### config.mk
export PLATFORM = sky130hd
export DESIGN_NAME = axi_mem_master_port
export DESIGN_NICKNAME = d
export VERILOG_FILES = /design/src/rtl/axi_mem_master_port.sv
export SDC_FILE = /design/constraint.sdc
export NUM_CORES = 1
export LEC_CHECK = 0
export ABC_AREA = 0
export BUFFER_PORTS_ARGS = -buffer_cell sky130_fd_sc_hd__buf_2
export CAP_MARGIN = 20
export CORE_MARGIN = 8
export CORE_UTILIZATION = 27
export CTS_BUF_LIST = sky130_fd_sc_hd__clkbuf_8
export CTS_CLUSTER_DIAMETER = 40
export DETAILED_ROUTE_END_ITERATION = 6
export GPL_TIMING_DRIVEN = 0
export PLACE_DENSITY = 0.66
export SLEW_MARGIN = 10
export SYNTH_ARGS = -nofsm -noshare
export SYNTH_HDL_FRONTEND = slang
export SYNTH_SLANG_ARGS = --single-unit
### constraint.sdc
create_clock -name clk -period 3.25 [get_ports clk]
set_input_delay 0.1625 -clock clk [delete_from_list [all_inputs] [get_ports clk]]
set_output_delay 0.1625 -clock clk [all_outputs]
set_load 0.005 [all_outputs]
### src/rtl/axi_mem_master_port.sv
// CPU memory port to AXI4 master bridge: one outstanding request, single-beat
// writes or INCR read bursts, with response and beat-count error reporting.
module axi_mem_master_port #(
  parameter  int ADDR_BITS = 32,
  parameter  int DATA_BITS = 32,
  parameter  int ID_BITS   = 4,
  parameter  int ID_VALUE  = 0,
  parameter  int LEN_BITS  = 4,
  localparam int STRB_BITS = DATA_BITS / 8
) (
  input  logic                 clk,
  input  logic                 rst,
  input  logic                 req_valid,
  input  logic                 req_write,
  input  logic [ADDR_BITS-1:0] req_addr,
  input  logic [LEN_BITS-1:0]  req_len,
  input  logic [STRB_BITS-1:0] req_strb,
  input  logic [DATA_BITS-1:0] req_wdata,
  output logic                 busy,
  output logic [DATA_BITS-1:0] rdata,
  output logic                 rdata_valid,
  output logic                 done,
  output logic                 err,
  output logic [ID_BITS-1:0]   axi_arid,
  output logic [ADDR_BITS-1:0] axi_araddr,
  output logic [LEN_BITS-1:0]  axi_arlen,
  output logic [2:0]           axi_arsize,
  output logic [1:0]           axi_arburst,
  output logic                 axi_arvalid,
  input  logic                 axi_arready,
  input  logic [ID_BITS-1:0]   axi_rid,
  input  logic [DATA_BITS-1:0] axi_rdata,
  input  logic [1:0]           axi_rresp,
  input  logic                 axi_rlast,
  input  logic                 axi_rvalid,
  output logic                 axi_rready,
  output logic [ID_BITS-1:0]   axi_awid,
  output logic [ADDR_BITS-1:0] axi_awaddr,
  output logic [LEN_BITS-1:0]  axi_awlen,
  output logic [2:0]           axi_awsize,
  output logic [1:0]           axi_awburst,
  output logic                 axi_awvalid,
  input  logic                 axi_awready,
  output logic [DATA_BITS-1:0] axi_wdata,
  output logic [STRB_BITS-1:0] axi_wstrb,
  output logic                 axi_wlast,
  output logic                 axi_wvalid,
  input  logic                 axi_wready,
  input  logic [ID_BITS-1:0]   axi_bid,
  input  logic [1:0]           axi_bresp,
  input  logic                 axi_bvalid,
  output logic                 axi_bready
);

  localparam int                   SIZE_VAL  = $clog2(STRB_BITS);
  localparam logic [ADDR_BITS-1:0] ADDR_MASK = ~ADDR_BITS'(STRB_BITS - 1);

  typedef enum logic [2:0] {
    IDLE  = 3'd0,
    RADDR = 3'd1,
    RDATA = 3'd2,
    WADDR = 3'd3,
    WRESP = 3'd4
  } state_t;

  state_t                 state_r, next_s;
  logic [ADDR_BITS-1:0]   addr_r;
  logic [LEN_BITS-1:0]    len_r, beat_r;
  logic [STRB_BITS-1:0]   strb_r;
  logic [DATA_BITS-1:0]   wdata_r;
  logic                   err_r, aw_done_r, w_done_r;
  logic accept_s, done_s, err_s, rdata_valid_s, beat_err_s;
  logic arvalid_s, rready_s, awvalid_s, wvalid_s, bready_s;
  logic unused_s;

  assign unused_s = ^{axi_rid, axi_bid, axi_rresp[0], axi_bresp[0]};

  // State register; async reset abandons any transaction in flight
  always_ff @(posedge clk or posedge rst) begin
    if (rst) state_r <= IDLE;
    else     state_r <= next_s;
  end

  // Next-state, handshake strobes and completion reporting
  always_comb begin
    next_s        = state_r;
    accept_s      = 1'b0;
    done_s        = 1'b0;
    err_s         = 1'b0;
    rdata_valid_s = 1'b0;
    beat_err_s    = 1'b0;
    arvalid_s     = 1'b0;
    rready_s      = 1'b0;
    awvalid_s     = 1'b0;
    wvalid_s      = 1'b0;
    bready_s      = 1'b0;
    case (state_r)
      IDLE: begin
        if (req_valid) begin
          accept_s = 1'b1;
          if (!req_write)                 next_s = RADDR;
          else if (req_strb != '0)        next_s = WADDR;
          else begin
            // empty-strobe write completes without touching the bus
            done_s = 1'b1;
            next_s = IDLE;
          end
        end else begin
          next_s = IDLE;
        end
      end
      RADDR: begin
        arvalid_s = 1'b1;
        if (axi_arready) next_s = RDATA;
        else             next_s = RADDR;
      end
      RDATA: begin
        rready_s = 1'b1;
        if (axi_rvalid) begin
          rdata_valid_s = 1'b1;
          beat_err_s    = axi_rresp[1] |
                          (axi_rlast ? (beat_r != len_r) : (beat_r == len_r));
          if (axi_rlast) begin
            done_s = 1'b1;
            err_s  = err_r | beat_err_s;
            next_s = IDLE;
          end else begin
            next_s = RDATA;
          end
        end else begin
          next_s = RDATA;
        end
      end
      WADDR: begin
        awvalid_s = ~aw_done_r;
        wvalid_s  = ~w_done_r;
        if ((aw_done_r | axi_awready) && (w_done_r | axi_wready)) next_s = WRESP;
        else                                                      next_s = WADDR;
      end
      WRESP: begin
        bready_s = 1'b1;
        if (axi_bvalid) begin
          done_s = 1'b1;
          err_s  = axi_bresp[1];
          next_s = IDLE;
        end else begin
          next_s = WRESP;
        end
      end
      default: next_s = IDLE;
    endcase
  end

  // Request latch, beat counter, sticky error and write-channel flags
  always_ff @(posedge clk or posedge rst) begin
    if (rst) begin
      addr_r    <= '0;
      len_r     <= '0;
      strb_r    <= '0;
      wdata_r   <= '0;
      beat_r    <= '0;
      err_r     <= 1'b0;
      aw_done_r <= 1'b0;
      w_done_r  <= 1'b0;
    end else if (accept_s) begin
      addr_r    <= req_addr & ADDR_MASK;
      len_r     <= req_len;
      strb_r    <= req_strb;
      wdata_r   <= req_wdata;
      beat_r    <= '0;
      err_r     <= 1'b0;
      aw_done_r <= 1'b0;
      w_done_r  <= 1'b0;
    end else begin
      if (rdata_valid_s) begin
        beat_r <= beat_r + LEN_BITS'(1);
        err_r  <= err_r | beat_err_s;
      end
      if (state_r == WADDR && next_s == WRESP) begin
        aw_done_r <= 1'b0;
        w_done_r  <= 1'b0;
      end else if (state_r == WADDR) begin
        aw_done_r <= aw_done_r | axi_awready;
        w_done_r  <= w_done_r | axi_wready;
      end
    end
  end

  assign busy        = (state_r != IDLE);
  assign done        = done_s;
  assign err         = err_s;
  assign rdata_valid = rdata_valid_s;
  assign rdata       = rdata_valid_s ? axi_rdata : '0;

  // Payloads are zeroed whenever their channel is not valid
  assign axi_arvalid = arvalid_s;
  assign axi_arid    = arvalid_s ? ID_BITS'(ID_VALUE) : '0;
  assign axi_araddr  = arvalid_s ? addr_r : '0;
  assign axi_arlen   = arvalid_s ? len_r : '0;
  assign axi_arsize  = arvalid_s ? 3'(SIZE_VAL) : 3'd0;
  assign axi_arburst = arvalid_s ? 2'b01 : 2'b00;
  assign axi_rready  = rready_s;
  assign axi_awvalid = awvalid_s;
  assign axi_awid    = awvalid_s ? ID_BITS'(ID_VALUE) : '0;
  assign axi_awaddr  = awvalid_s ? addr_r : '0;
  assign axi_awlen   = '0;
  assign axi_awsize  = awvalid_s ? 3'(SIZE_VAL) : 3'd0;
  assign axi_awburst = awvalid_s ? 2'b01 : 2'b00;
  assign axi_wvalid  = wvalid_s;
  assign axi_wdata   = wvalid_s ? wdata_r : '0;
  assign axi_wstrb   = wvalid_s ? strb_r : '0;
  assign axi_wlast   = wvalid_s;
  assign axi_bready  = bready_s;

endmodule

======== Word level (Yosys, flattened, before mapping) ========
Index checks and enable logic that the tools add are counted.
word-level totals
  flip-flop bits (word level) ............. 80
  input port bits ......................... 126
  output and inout port bits .............. 168
  logic and storage cells ................. 83
operators by class
  add/subtract/negate cells ............... 1
  equal/unequal tests ..................... 7
  muxes and demuxes ....................... 52
  bitwise operators ....................... 7
  reduce and logical (&&, ||, !) cells .... 7
operators by type and width
  cell                                                              count
  32-bit 2-to-1 mux                                                 4
  1-bit 2-to-1 mux                                                  31
  4-bit 2-to-1 mux                                                  4
  3-bit case mux with 5 select lines                                1
  2-bit 2-to-1 mux                                                  6
  3-bit 2-to-1 mux                                                  4
  3-bit by 2-bit == test with 1-bit output (second input constant)  2
  3-bit == test (second input constant)                             2
  3-bit nonzero test                                                2
  1-bit bitwise OR                                                  5
  4-bit by 1-bit adder with 4-bit output (second input constant)    1
  4-bit == test                                                     1
  4-bit != test                                                     1
  4-bit nonzero test                                                1
  3-bit by 1-bit == test with 1-bit output (second input constant)  1
  3-bit logical NOT                                                 1
  1-bit case mux with 3 select lines                                1
  1-bit logical AND                                                 2
  1-bit NOT                                                         2
  1-bit case mux with 2 select lines                                1
  2-bit nonzero test                                                1

======== Longest topological paths before layout ========
  word-level depth ........................ 9
  gate-level depth with buffers ........... 6
  depth with buffers taken out ............ 4

======== Least setup slack after synthesis ========
Ideal clock, no wire load.
  path kind ............................... register to output
  start point ............................. register state_r[2]
  end point ............................... output port rdata[10]
  data arrival time ....................... 1350 ps
  data required time ...................... 3087 ps
  path slack .............................. 1738 ps
  cell stages (with the launch flop) ...... 6
  path buffers ............................ 3
  cells stage by stage .................... dfrtp_1 buf_2 and4bb_2 buf_2 clkbuf_1 and2_1
on the way
  cells in the longest elaborated chain, start to end .. 3
ends and longest elaborated chain
  element                                   RTL line  text
  start, declared                           66        state_t state_r, next_s;
  start signal, assigned                    81        else state_r <= next_s;
  3-bit by 2-bit == test with 1-bit output  97        case (state_r)
  1-bit 2-to-1 mux                          97
  32-bit 2-to-1 mux                         193       assign rdata = rdata_valid_s ? axi_rdata : '0;
  end, declared                             20        output logic [DATA_BITS-1:0] rdata,
No other way between the ends.

======== Worst setup path in the final report ========
  start point ............................. register state_r[0]
  end point ............................... output port axi_awaddr[9]
on the way
  cells in the longest elaborated chain, start to end .. 3
ends and longest elaborated chain
  element                                   RTL line  text
  3-bit by 2-bit == test with 1-bit output  97
  1-bit 2-to-1 mux                          97
  32-bit 2-to-1 mux                         205       assign axi_awaddr = awvalid_s ? addr_r : '0;
  end, declared                             38        output logic [ADDR_BITS-1:0] axi_awaddr,
No other way between the ends.

==> summary.txt <==
Run status
  – Run status: finished, final reports clean

Setup path
  – Worst path slowest cell: sky130_fd_sc_hd__clkbuf_1
  – Category of the worst setup path launch point: flip-flop
  – Largest delay contributor family on the critical path: buffers and inverters
  – Biggest fanout along the worst timing path: 10
  – Required time of the worst setup path: 3.09 ns
  – Worst path bufs/invs: 3
  – Endpoint kind of the worst setup timing path: output port
  – CP Class: flip-flop to output port
  – Most frequent cell on the critical path: sky130_fd_sc_hd__buf_2
  – Arrival time worst endpoint: 2.37 ns
  – Highest cell delay on the worst timing path: 0.49 ns
  – Cells traversed along the worst timing path: buf_2 > nand3b_2 > nor2_1 > clkbuf_1 > and2_1 > buf_2

Synth
  – Leading area contributor after synthesis: sky130_fd_sc_hd__dfrtp_1
  – Mapped Avg Cell Area: 8.13 um^2
  – Top-area cell type share of the netlist area: 0.453
  – Synthesized area: 4420 um^2
  – Share of cell area taken by muxes after synthesis: 0.00226
  – Largest cells by area after synthesis: sky130_fd_sc_hd__dfrtp_1 (45%), sky130_fd_sc_hd__and2_1 (19%), sky130_fd_sc_hd__nand2_1 (18%)
  – Adder and majority gate portion of the synthesized area: 0.00283
  – Count of mapped cells out of synthesis: 544
  – Sequential share of the synthesized area: 0.453
  – Synth Register Bits: 80
  – Combinational family with the most area after synthesis: simple AND/OR/NAND/NOR gates
  – Number of synthesis warnings: 0
  – Post-synthesis xor/xnor area fraction: 0.0158
  – Share of the synthesized area in compound gates (AO/OA/AOI/OAI): 0.0243
  – Synth Area in Simple Gates: 0.407
  – Number of distinct library cells after synthesis: 36

Cells and area
  – Share of layout cells above drive strength 1: 0.362
  – Area Growth Syn to Fin: 58.2%
  – Non-filler instance count after layout: 1125
  – Diode insertion count for antenna repair: 0
  – Final net count: 1032
  – Area of all placed cells without fillers: 7000 um^2

Floorplanning
  – Width of the die: 144 um
  – Die footprint: 20700 um^2
  – I/O pin count: 294
  – Effective utilization at floorplan: 0.277
  – Core area: 15900 um^2
  – Y dimension of the die: 144 um
  – Row Count: 46

CTS
  – Clk root buf: sky130_fd_sc_hd__clkbuf_8
  – Clock Pin Slew Worst Setup and Hold Paths: 0.08 ns
  – CTS buffer count: 9
  – # Post-CTS Setup Buffers: 0
  – Post-CTS Hold Fix Bufs: 69
  – TritonCTS clock tree: done
  – Number of levels the H-tree was split into: 3
  – Clk Latency, worst-skew pair: 0.36 ns
  – Number of gates resized after cts: 0
  – Clock sink count: 80
  – Deepest clock path buffer count: 2

Timing
  – Fin Clk Skew: 0.00924 ns
  – Post-layout min period: 2.53 ns
  – Setup repair after global routing missed its margin: false
  – Pin slew with the least headroom to its limit: 0.841 ns
  – F_max: 395 MHz
  – Period Utilization, post-route: 0.780
  – WHS: 0.0349 ns
  – Final total negative setup slack: 0 ns
  – Relative slew slack: 0.434
  – Total count of max-transition violations in the final report: 0
  – Final Hold Violating Endpoints: 0
  – Number of setup violations in the final report: 0

GRT
  – Global router's overall resource usage: 0.162
  – Wire length of the first global-routing pass: 26.1 mm
  – Antenna violations before repair: 0
  – Number of global-route vias before repair: 4818
  – Largest net degree at the start of global routing: 44
  – Overflow left after global routing: 0

Drt
  – Post-Route WL: 17.0 mm
  – Via-to-Cell Ratio: 4.13
  – DRC: 0
  – Detailed-router iteration count before antenna repair: 4
  – 1st-iter DRT viols: 231
  – Remaining antenna violation count after routing: 0
  – Number of vias after detailed routing: 4650
  – Average detailed-routed wire length per instance: 15.1 um

Placed design
  – Count of port buffers added during placement: 259
  – DP Area: 6100 um^2
  – Half-perimeter wire length after detailed placement: 12.7 mm
  – Cell Count Post-Placement: 1041
  – Weighted congestion at the end of routability-driven global placement: 0.814

Min path
  – Worst hold path type: input port to flip-flop

Pwr
  – Power per Cell Area: 669 nW/um^2
  – Leakage dissipation: 0.00414 uW
  – Max IR drop VDD: 379 uV

Flow run
  – Number of max-cap violations: 0
==> flip-flops by register name (all words and copies together) (netlist names) <==
name and flops:
state_r 3, strb_r 4, wdata_r 32, w_done_r 1
beat_r 4, err_r 1, aw_done_r 1, addr_r 30
len_r 4
==> worst register-to-register path, delay by kind of cell, from the launching register on <==
kind	cells	cell delay, ns
buffers and inverters	3	0.87
flip-flops	1	0.42
AND/OR/NAND/NOR	3	0.53
==> Yosys cell counts <==
cell                         n
sky130_fd_sc_hd__buf_6       8
sky130_fd_sc_hd__a21oi_1     2
sky130_fd_sc_hd__and4bb_2    1
sky130_fd_sc_hd__xor2_1      6
sky130_fd_sc_hd__or3_1       1
sky130_fd_sc_hd__o21ai_0     2
sky130_fd_sc_hd__a31o_2      2
sky130_fd_sc_hd__buf_2      11
sky130_fd_sc_hd__a31oi_1     2
sky130_fd_sc_hd__dfrtp_1    80
sky130_fd_sc_hd__nor3b_1     2
sky130_fd_sc_hd__xnor2_1     2
sky130_fd_sc_hd__nand3b_2    1
sky130_fd_sc_hd__ha_1        1
sky130_fd_sc_hd__nand2b_1    1
sky130_fd_sc_hd__buf_4      28
sky130_fd_sc_hd__clkbuf_1   12
sky130_fd_sc_hd__or4b_4      1
sky130_fd_sc_hd__inv_1       4
sky130_fd_sc_hd__o21ai_1     1
sky130_fd_sc_hd__nor3_1      4
sky130_fd_sc_hd__a22o_1      1
sky130_fd_sc_hd__o22ai_1     3
sky130_fd_sc_hd__mux2i_1     1
sky130_fd_sc_hd__nor2_2      1
sky130_fd_sc_hd__a22oi_1     1
sky130_fd_sc_hd__a21o_1      1
sky130_fd_sc_hd__nor4_1      3
sky130_fd_sc_hd__nor2_1      9
sky130_fd_sc_hd__nand2_1   215
sky130_fd_sc_hd__conb_1      1
sky130_fd_sc_hd__nand4_1     1
sky130_fd_sc_hd__a221o_1     1
sky130_fd_sc_hd__nor3b_2     1
sky130_fd_sc_hd__and2_1    132
sky130_fd_sc_hd__nor2b_1     1
==> power by group <==
group	internal, uW	switching (uW)
clock network	411	367
logic	990	1180
registers	1450	277
==> cells in the final DEF (no fill, tap or decap), types with 2 or more instances in the layout <==
cell type,count
sky130_fd_sc_hd__a31o_2,2
sky130_fd_sc_hd__dlygate4sd3_1,69
sky130_fd_sc_hd__clkbuf_8,12
sky130_fd_sc_hd__clkbuf_1,12
sky130_fd_sc_hd__o21ai_0,2
sky130_fd_sc_hd__buf_2,270
sky130_fd_sc_hd__nor3b_1,2
sky130_fd_sc_hd__xor2_1,6
sky130_fd_sc_hd__a31oi_1,2
sky130_fd_sc_hd__dfrtp_1,80
sky130_fd_sc_hd__nor3_1,4
sky130_fd_sc_hd__nor2_1,9
sky130_fd_sc_hd__a21oi_1,2
sky130_fd_sc_hd__buf_6,8
sky130_fd_sc_hd__nor4_1,3
sky130_fd_sc_hd__inv_1,4
sky130_fd_sc_hd__and2_1,132
sky130_fd_sc_hd__xnor2_1,2
sky130_fd_sc_hd__conb_1,22
sky130_fd_sc_hd__nand2_1,215
sky130_fd_sc_hd__buf_4,28
sky130_fd_sc_hd__o22ai_1,3
==> path summary, 6_finish.rpt <==
kind	from	cells past startpoint	slack, ns	to
max in group asynchronous	rst	4	2.26	wdata_r[0]
max reg2reg	state_r[0]	6	1.37	wdata_r[23]
min in group asynchronous	rst	3	0.40	wdata_r[18]
max	state_r[0]	6	0.72	axi_awaddr[9]
min reg2reg	wdata_r[5]	2	0.47	wdata_r[5]
min	req_addr[30]	3	0.03	addr_r[30]
==> cells by family (layout without fill, tap and decap cells) <==
kind of cell / count (synthesis) / count (layout)
buf+inv: 63 / 407
xor+xnor: 8 / 8
fa+ha+maj: 1 / 1
flops: 80 / 80
other cells: 1 / 22
simple gates: 374 / 374
compound gates: 16 / 16
mux: 1 / 1
==> routing by layer <==
metal,global-route usage,routed length [um]
met5,0,0
met1,0.195,6920
met3,0.0475,1470
met2,0.276,8390
met4,0.0432,235
==> through the flow <==
stage          setup slack, ns  total power [uW]   util
2_1_floorplan             1.04              2980      -
3_3_place_gp            -0.180              3830  0.381
3_5_place_dp              1.03              3880  0.383
4_1_cts                  0.596              4750  0.439
5_1_grt                  0.462              5120  0.439
6_report                 0.716              4680  0.439
==> cell type report <==
| cell class | instances | area [um^2] |
|---|---|---|
| Fill cell | 1599 | 8950 |
| Multi-Input combinational cell | 422 | 2080 |
| Timing Repair Buffer | 329 | 2010 |
| Sequential cell | 80 | 2000 |
| Buffer | 59 | 400 |
| Tap cell | 216 | 270 |
| Clock buffer | 12 | 165 |
| Clock inverter | 3 | 41.3 |
| Inverter | 4 | 17.5 |
No activity file was read; power rests on OpenSTA's default activity.
